--- src/rtl/pipe_hazard_pkg.sv ---
// Shared types and constants for the pipeline hazard/control unit.
// Optional build macro used by the top: PIPE_HAZARD_PERF_CNT_EN (performance counters).
package pipe_hazard_pkg;

    // Multi-cycle EX tracking states.
    typedef enum logic [0:0] {
        RUN     = 1'b0,
        MC_BUSY = 1'b1
    } mc_state_e;

    // Load-enable and bubble control for one pipeline stage register.
    typedef struct packed {
        logic en;
        logic bubble;
    } stage_ctrl_t;

    // Canonical RISC-V NOP (addi x0, x0, 0) loaded by a bubble.
    localparam logic [31:0] NOP_INSTR = 32'h0000_0013;

    // Build a stage control value from its two fields.
    function automatic stage_ctrl_t stage_ctrl(input logic en, input logic bubble);
        stage_ctrl_t ctrl;
        ctrl.en     = en;
        ctrl.bubble = bubble;
        return ctrl;
    endfunction

endpackage

--- src/rtl/pipe_perf_cnt.sv ---
// Saturating event counter: counts cycles with inc high, sticks at all-ones,
// clears on the asynchronous active-low reset.
module pipe_perf_cnt #(
    parameter int W = 32
) (
    input  logic         clk,
    input  logic         reset,
    input  logic         inc,
    output logic [W-1:0] count
);

    logic [W-1:0] count_r;

    // Counter register: increment on inc unless already saturated.
    always_ff @(posedge clk or negedge reset) begin
        if (!reset) begin
            count_r <= {W{1'b0}};
        end else if (inc && (count_r != {W{1'b1}})) begin
            count_r <= count_r + W'(1);
        end else begin
            count_r <= count_r;
        end
    end

    assign count = count_r;

endmodule

--- src/rtl/pipe_hazard_ctrl.sv ---
// Central stall / bubble / flush / redirect controller for the 5-stage core.
// Priority: data-memory wait > multi-cycle EX > redirect > load-use > advance.
// Optional build macro: PIPE_HAZARD_PERF_CNT_EN builds saturating performance
// counters; without it the perf_* ports are tied to zero.
module pipe_hazard_ctrl
    import pipe_hazard_pkg::*;
#(
    parameter int RF_ADDRESS = 5,
    parameter int PC_W       = 9,
    parameter int MC_LAT_W   = 4,
    parameter int PERF_W     = 32
) (
    input  logic                  clk,
    input  logic                  reset,
    input  logic [RF_ADDRESS-1:0] id_rs1,
    input  logic [RF_ADDRESS-1:0] id_rs2,
    input  logic                  id_use_rs1,
    input  logic                  id_use_rs2,
    input  logic [RF_ADDRESS-1:0] ex_rd,
    input  logic                  ex_memread,
    input  logic                  ex_regwrite,
    input  logic                  ex_mc_start,
    input  logic [MC_LAT_W-1:0]   ex_mc_lat,
    input  logic                  ex_redirect,
    input  logic [PC_W-1:0]       ex_target,
    input  logic                  mem_req,
    input  logic                  mem_ready,
    output logic                  pc_en,
    output logic                  pc_redirect,
    output logic [PC_W-1:0]       pc_next_tgt,
    output logic                  ifid_en,
    output logic                  idex_en,
    output logic                  exmem_en,
    output logic                  memwb_en,
    output logic                  ifid_bubble,
    output logic                  idex_bubble,
    output logic                  exmem_bubble,
    output logic                  memwb_bubble,
    output logic                  busy_state,
    output logic [PERF_W-1:0]     perf_stall,
    output logic [PERF_W-1:0]     perf_flush,
    output logic [PERF_W-1:0]     perf_mc
);

    localparam logic [MC_LAT_W-1:0]   MC_ZERO = {MC_LAT_W{1'b0}};
    localparam logic [MC_LAT_W-1:0]   MC_ONE  = MC_LAT_W'(1);
    localparam logic [RF_ADDRESS-1:0] REG_X0  = {RF_ADDRESS{1'b0}};

    mc_state_e             state_r;
    mc_state_e             state_nxt_s;
    logic [MC_LAT_W-1:0]   mc_cnt_r;
    logic [MC_LAT_W-1:0]   mc_cnt_nxt_s;

    logic                  mem_stall_s;
    logic                  load_use_s;
    logic                  mc_hold_s;
    logic                  pc_en_s;
    logic                  pc_redirect_s;
    stage_ctrl_t           ifid_s;
    stage_ctrl_t           idex_s;
    stage_ctrl_t           exmem_s;
    stage_ctrl_t           memwb_s;

    // Hazard terms: memory wait, load-use dependency, and whether EX is held by a multi-cycle op.
    always_comb begin
        mem_stall_s = mem_req & ~mem_ready;
        load_use_s  = ex_memread & ex_regwrite & (ex_rd != REG_X0) &
                      ((id_use_rs1 & (id_rs1 == ex_rd)) | (id_use_rs2 & (id_rs2 == ex_rd)));
        // In MC_BUSY the count-of-one cycle is the release cycle, so EX is only held above one.
        if (state_r == MC_BUSY) begin
            mc_hold_s = (mc_cnt_r > MC_ONE);
        end else begin
            mc_hold_s = ex_mc_start & (ex_mc_lat != MC_ZERO);
        end
    end

    // Prioritised action selection plus FSM/counter next-state.
    always_comb begin
        state_nxt_s   = state_r;
        mc_cnt_nxt_s  = mc_cnt_r;
        pc_en_s       = 1'b1;
        pc_redirect_s = 1'b0;
        ifid_s        = stage_ctrl(1'b1, 1'b0);
        idex_s        = stage_ctrl(1'b1, 1'b0);
        exmem_s       = stage_ctrl(1'b1, 1'b0);
        memwb_s       = stage_ctrl(1'b1, 1'b0);

        if (mem_stall_s) begin
            // Whole front of the pipe freezes; MEM result is not yet valid so WB gets a bubble.
            pc_en_s       = 1'b0;
            ifid_s.en     = 1'b0;
            idex_s.en     = 1'b0;
            exmem_s.en    = 1'b0;
            memwb_s.bubble = 1'b1;
        end else if (mc_hold_s) begin
            // EX occupied: hold everything upstream, send a bubble down into MEM.
            pc_en_s        = 1'b0;
            ifid_s.en      = 1'b0;
            idex_s.en      = 1'b0;
            exmem_s.bubble = 1'b1;
            state_nxt_s    = MC_BUSY;
            if (state_r == RUN) begin
                mc_cnt_nxt_s = ex_mc_lat;
            end else begin
                mc_cnt_nxt_s = mc_cnt_r - MC_ONE;
            end
        end else begin
            // Normal cycle (or MC release cycle, which returns the FSM to RUN).
            state_nxt_s = RUN;
            if (state_r == MC_BUSY) begin
                mc_cnt_nxt_s = MC_ZERO;
            end else begin
                mc_cnt_nxt_s = mc_cnt_r;
            end

            if (ex_redirect) begin
                // ID/IF hold wrong-path instructions, which also makes any load-use moot.
                pc_redirect_s  = 1'b1;
                ifid_s.bubble  = 1'b1;
                idex_s.bubble  = 1'b1;
            end else if (load_use_s) begin
                pc_en_s        = 1'b0;
                ifid_s.en      = 1'b0;
                idex_s.bubble  = 1'b1;
            end else begin
                pc_en_s        = 1'b1;
            end
        end
    end

    // FSM state and multi-cycle counter registers; reset aborts any operation in flight.
    always_ff @(posedge clk or negedge reset) begin
        if (!reset) begin
            state_r  <= RUN;
            mc_cnt_r <= MC_ZERO;
        end else begin
            state_r  <= state_nxt_s;
            mc_cnt_r <= mc_cnt_nxt_s;
        end
    end

    // Output drive: reset forces every stage to load a bubble with no enables.
    always_comb begin
        if (!reset) begin
            pc_en        = 1'b0;
            pc_redirect  = 1'b0;
            ifid_en      = 1'b0;
            idex_en      = 1'b0;
            exmem_en     = 1'b0;
            memwb_en     = 1'b0;
            ifid_bubble  = 1'b1;
            idex_bubble  = 1'b1;
            exmem_bubble = 1'b1;
            memwb_bubble = 1'b1;
            busy_state   = 1'b0;
        end else begin
            pc_en        = pc_en_s;
            pc_redirect  = pc_redirect_s;
            ifid_en      = ifid_s.en;
            idex_en      = idex_s.en;
            exmem_en     = exmem_s.en;
            memwb_en     = memwb_s.en;
            ifid_bubble  = ifid_s.bubble;
            idex_bubble  = idex_s.bubble;
            exmem_bubble = exmem_s.bubble;
            memwb_bubble = memwb_s.bubble;
            busy_state   = (state_r == MC_BUSY);
        end
    end

    assign pc_next_tgt = ex_target;

`ifdef PIPE_HAZARD_PERF_CNT_EN
    pipe_perf_cnt #(.W(PERF_W)) u_perf_stall (
        .clk   (clk),
        .reset (reset),
        .inc   (~pc_en),
        .count (perf_stall)
    );

    pipe_perf_cnt #(.W(PERF_W)) u_perf_flush (
        .clk   (clk),
        .reset (reset),
        .inc   (pc_redirect),
        .count (perf_flush)
    );

    pipe_perf_cnt #(.W(PERF_W)) u_perf_mc (
        .clk   (clk),
        .reset (reset),
        .inc   (busy_state),
        .count (perf_mc)
    );
`else
    assign perf_stall = {PERF_W{1'b0}};
    assign perf_flush = {PERF_W{1'b0}};
    assign perf_mc    = {PERF_W{1'b0}};
`endif

endmodule

--- config.mk ---
export PLATFORM = sky130hd
export DESIGN_NAME = pipe_hazard_ctrl
export DESIGN_NICKNAME = d
export VERILOG_FILES = /design/src/rtl/pipe_hazard_pkg.sv /design/src/rtl/pipe_perf_cnt.sv /design/src/rtl/pipe_hazard_ctrl.sv
export SDC_FILE = /design/constraint.sdc
export NUM_CORES = 1
export LEC_CHECK = 0
export BUFFER_PORTS_ARGS = -buffer_cell sky130_fd_sc_hd__buf_2
export CORE_MARGIN = 2
export CORE_UTILIZATION = 37
export DETAILED_ROUTE_END_ITERATION = 8
export GPL_TIMING_DRIVEN = 0
export PLACE_DENSITY = 0.95
export SETUP_SLACK_MARGIN = 0.15
export SYNTH_ARGS = -nofsm -noshare
export SYNTH_HDL_FRONTEND = slang
export SYNTH_SLANG_ARGS = --single-unit
--- constraint.sdc ---
create_clock -name clk -period 2.35 [get_ports clk]
set_input_delay 0.1175 -clock clk [delete_from_list [all_inputs] [get_ports clk]]
set_output_delay 0.1175 -clock clk [all_outputs]
set_load 0.02 [all_outputs]
==> Word level (Yosys, flattened, before mapping) <==
Cells that the tools add are included.
{ "totals": {"regBits": 5, "in_bits": 38, "out_inout_bits": 116, "word_cells": 51} }
{ "op_classes": {"n_addsub": 1, "magnitude_cmp": 1, "n_eq_ne": 2, "muxes": 31, "bitwise_logic": 10, "n_reduce_logical": 4} }
{ "ops": {"columns": ["operator", "n"], "rows": [
  ["$mux W1", 28],
  ["$mux W4", 3],
  ["$eq A5 B5 Y1", 2],
  ["$and A1 B1 Y1", 7],
  ["$reduce_bool A5 Y1", 1],
  ["$gt A4 B1 Y1 const B", 1],
  ["$reduce_bool A4 Y1", 1],
  ["$sub A4 B1 Y4 const B", 1],
  ["$not A1 Y1", 2],
  ["$reduce_and A2 Y1", 1],
  ["$reduce_bool A2 Y1", 1],
  ["$or A1 B1 Y1", 1]
]} }

==> Longest topological paths before layout <==
{ "logic_depth": {"depth_word": 9, "mapped_depth": 7, "mapped_depth_nobuf": 6} }

==> Least setup slack after synthesis <==
OpenSTA, ideal clock, no wires.
{ "synth_timing": {"kind": "register -> output", "start": "register state_r", "end": "output port pc_en", "arrival_ns": 1.698, "required_ns": 2.233, "path_slack_ns": 0.534, "stages_incl_launch_ff": 6, "path_buffers": 1, "path_cell_list": "dfrtp_1 > or3b_1 > o22ai_2 > and2_1 > o31a_1 > buf_4"} }
{ "synth_between": {"elab_chain_cells": 4} }
{ "synth_rtl": {"columns": ["item", "line_no", "source"], "rows": [
  ["start, declared", "pipe_hazard_ctrl.sv:49", "mc_state_e state_r;"],
  ["start signal, assigned", "pipe_hazard_ctrl.sv:137", "state_r <= state_nxt_s;"],
  ["$mux W1", "pipe_hazard_ctrl.sv:70", "if (state_r == MC_BUSY) begin"],
  ["$mux W1 (3 in a row)", null, null],
  ["end, declared", "pipe_hazard_ctrl.sv:28", "output logic pc_en,"]
]} }
Every way passes these cells.

==> Worst setup path after layout <==
{ "layout_timing": {"start": "register state_r", "end": "output port pc_en"} }
{ "layout_between": {"elab_chain_cells": 4} }
{ "layout_rtl": {"columns": ["item", "line_no", "source"], "rows": [
  ["$mux W1", "pipe_hazard_ctrl.sv:70", null],
  ["$mux W1", "pipe_hazard_ctrl.sv:95", "end else if (mc_hold_s) begin"],
  ["$mux W1", "pipe_hazard_ctrl.sv:88", "if (mem_stall_s) begin"],
  ["$mux W1", "pipe_hazard_ctrl.sv:144", "if (!reset) begin"]
]} }
Every way passes these cells.

==> out/qor.yml <==
synth:
  ys_types: 28
  synth_top_area_cell: "buf_4"
  synth_edf_count: 0
  synthCells: 171
  synth-async-reset-ratio_pct: 100
  yosys-top-cells-area: "buf_4 (61%), dfrtp_1 (9.5%), xor2_1 (5.3%)"
  synth-main-ff-cell: "dfrtp_1"
  syn_area_per_cell_um2: 7.70
  syn_area_um2: 1320
  synth_seq_area_share_pct: 9.51
  synth_top_area_share_pct: 61.0
  yosys_warnings: 0
  synth-seq-cells: 5
clock_network:
  cts_root_buffer: "clkbuf_4"
  worstSkewPairLatency_ns: 0.24
  cts_num_sinks: 5
  cts.clk_slew.worst_paths_ns: 0.04
  cts-resized-gates: 0
  cts_tree: "yes"
  numCtsBuffers: 3
  ctsLongestPathBuffers: 2
  htreeDepth: 1
sta:
  final-setup-viol-count: 0
  finalCritPeriodShare_pct: 85.2
  hold_violations: 0
  finalCriticalPeriod_ns: 2.00
  drv_slew: 0
  finalSetupTns_ns: 0
  finalClockSkew_ns: 0.00193
  fmax_ghz: 0.500
  rsz0062_at_grt: "false"
grt:
  grt_util_all_layers_pct: 13.8
  grt_pass1_vias: 1112
  antenna_found_initial: 0
  grt_max_degree: 12
  grt_pass1_wl_mm: 4.44
  grt_overflow: 0
routing:
  vias: 1248
  wl_per_cell_um: 8.05
  wirelength_mm: 2.94
  viasPerCell: 3.42
  drt_first_pass_iters: 4
  ant_nets: 0
  drt_iter0_drc: 30
  drcViolationCount: 0
layout:
  final_cell_mix: "buf_4 (107), conb_1 (96), buf_2 (48), xor2_1 (8), o21ai_1 (7)"
  drive_gt1_share_pct: 49.8
  multiInputGateArea_um2: 729
  seq_area_um2: 125
  area_growth_pct: 52.5
  n_fill_cell: 302
  diodes: 0
  final_common_cell: "buf_4"
  nets: 360
die:
  start_util_pct: 38.8
  fp.dieH_um: 63.6
  dieArea_um2: 4050
  pin_count: 154
  placement_rows: 21
  die_x_um: 63.6
  core_um2: 3390
power:
  finalPower_uw: 978
  ir_drop_v: 0.000245
  p_per_area_nw_per_um2: 487
  power_leakage_nw: 1.32
worst_hold_path:
  hold_path.class: "in -> reg"
setup_path:
  slowest_stage: "dfrtp_1"
  critPathMaxStageDelay_ns: 0.45
  worst-endpoint-required_ns: 2.23
  crit_path_start_kind: "register"
  path_delay_family: "simple AND/OR/NAND/NOR gates"
  crit_type: "reg -> out"
  path_max_fanout: 8
  end_kind: "output pin"
  path_buf_inv: 2
  crit_chain: "or3b_1 > o22ai_2 > and2_1 > o31a_1 > buf_4 > buf_2"
  cp_data_arrival_time_ns: 1.88
placed_design:
  port_buffers: 48
  hpwlAfterDp_mm: 2.78
  gp_congestion: 0.889
job:
  max-cap-violations: 0
run_status:
  status: "completed"
==> cells in the mapped netlist (all sizes together) (2+ instances only) <==
| master | n |
|---|---|
| and2 | 4 |
| a32oi | 2 |
| nand2b | 2 |
| nor2 | 4 |
| dfrtp | 5 |
| o21ai | 9 |
| xor2 | 8 |
| o211ai | 2 |
| ha | 2 |
| xnor2 | 2 |
| nor4 | 2 |
| buf | 107 |
| nand2 | 6 |
| inv | 4 |
==> tightest hold or removal path, delay by kind of cell <==
kind                   cells  cell delay [ns]
AO/OA/AOI/OAI              2             0.16
buffers and inverters      1             0.09
==> final cells by class <==
cell class	count	share of cell area, %
Inverter	4	0.748
Multi-Input combinational cell	150	36.3
Tap cell	46	2.87
Sequential cell	5	6.23
Timing Repair Buffer	49	12.5
Buffer	107	40.0
Clock buffer	4	1.31
==> final timing paths <==
check                                              from  cells past startpoint                      end  slack (ns)
worst max register to register  mc_cnt_r[0]$_DFFE_PN0P_                      6  mc_cnt_r[2]$_DFFE_PN0P_        0.88
worst max-delay path                state_r$_DFFE_PN0N_                      6                    pc_en        0.35
worst min register to register  mc_cnt_r[1]$_DFFE_PN0P_                      2  mc_cnt_r[1]$_DFFE_PN0P_        0.51
worst min-delay path                       ex_mc_lat[3]                      3  mc_cnt_r[3]$_DFFE_PN0P_        0.19
min in group asynchronous                         reset                      2  mc_cnt_r[0]$_DFFE_PN0P_        0.28
max in group asynchronous                         reset                      2  mc_cnt_r[2]$_DFFE_PN0P_        1.90
==> registers in the layout (all words and copies together) (netlist names) <==
name and flops:
state_r 1, mc_cnt_r 4
==> what timing repair did <==
item | 4_1_cts | 5_1_grt
hold endpoints to repair | 5 | 0
buffers inserted | 0 | 0
hold buffers | 1 | 0
==> cells by family after synthesis <==
family,Yosys count,share of synthesized area [%]
xor+xnor,10,6.65
compound gates,17,9.03
other cells,1,0.285
flops,5,9.51
fa+ha+maj,2,1.90
mux,1,0.760
simple gates,24,9.70
buf+inv,111,62.2
==> metrics by stage <==
step                setup slack (ns)  hold WS [ns]  instances  cell area (µm²)  utilization [%]
finish                         0.348         0.186        365             2010             59.2
floorplan                      0.534        -0.178        266             1670                -
global placement               0.608       -0.0235        360             1970             58.1
global route                   0.197         0.197        365             2010             59.2
CTS                            0.328         0.174        365             2010             59.2
detailed placement             0.605       -0.0242        360             1970             58.1
==> where the power goes <==
group	internal, mW	switching (mW)	total (mW)
clock network	0.0641	0.0339	0.0980
registers	0.130	0.0439	0.174
logic	0.295	0.411	0.706
total	0.489	0.488	0.978
==> metal layers <==
| metal | up-vias | part of all wire, % | global-route usage [%] |
|---|---|---|---|
| met5 | - | 0 | 0 |
| met4 | 0 | 0.65 | 5.71 |
| met3 | 2 | 11 | 2.68 |
| met2 | 89 | 60 | 30.3 |
| met1 | 514 | 29 | 11.2 |
| li1 | 643 | - | - |
Power figures use the tool's default switching activity.
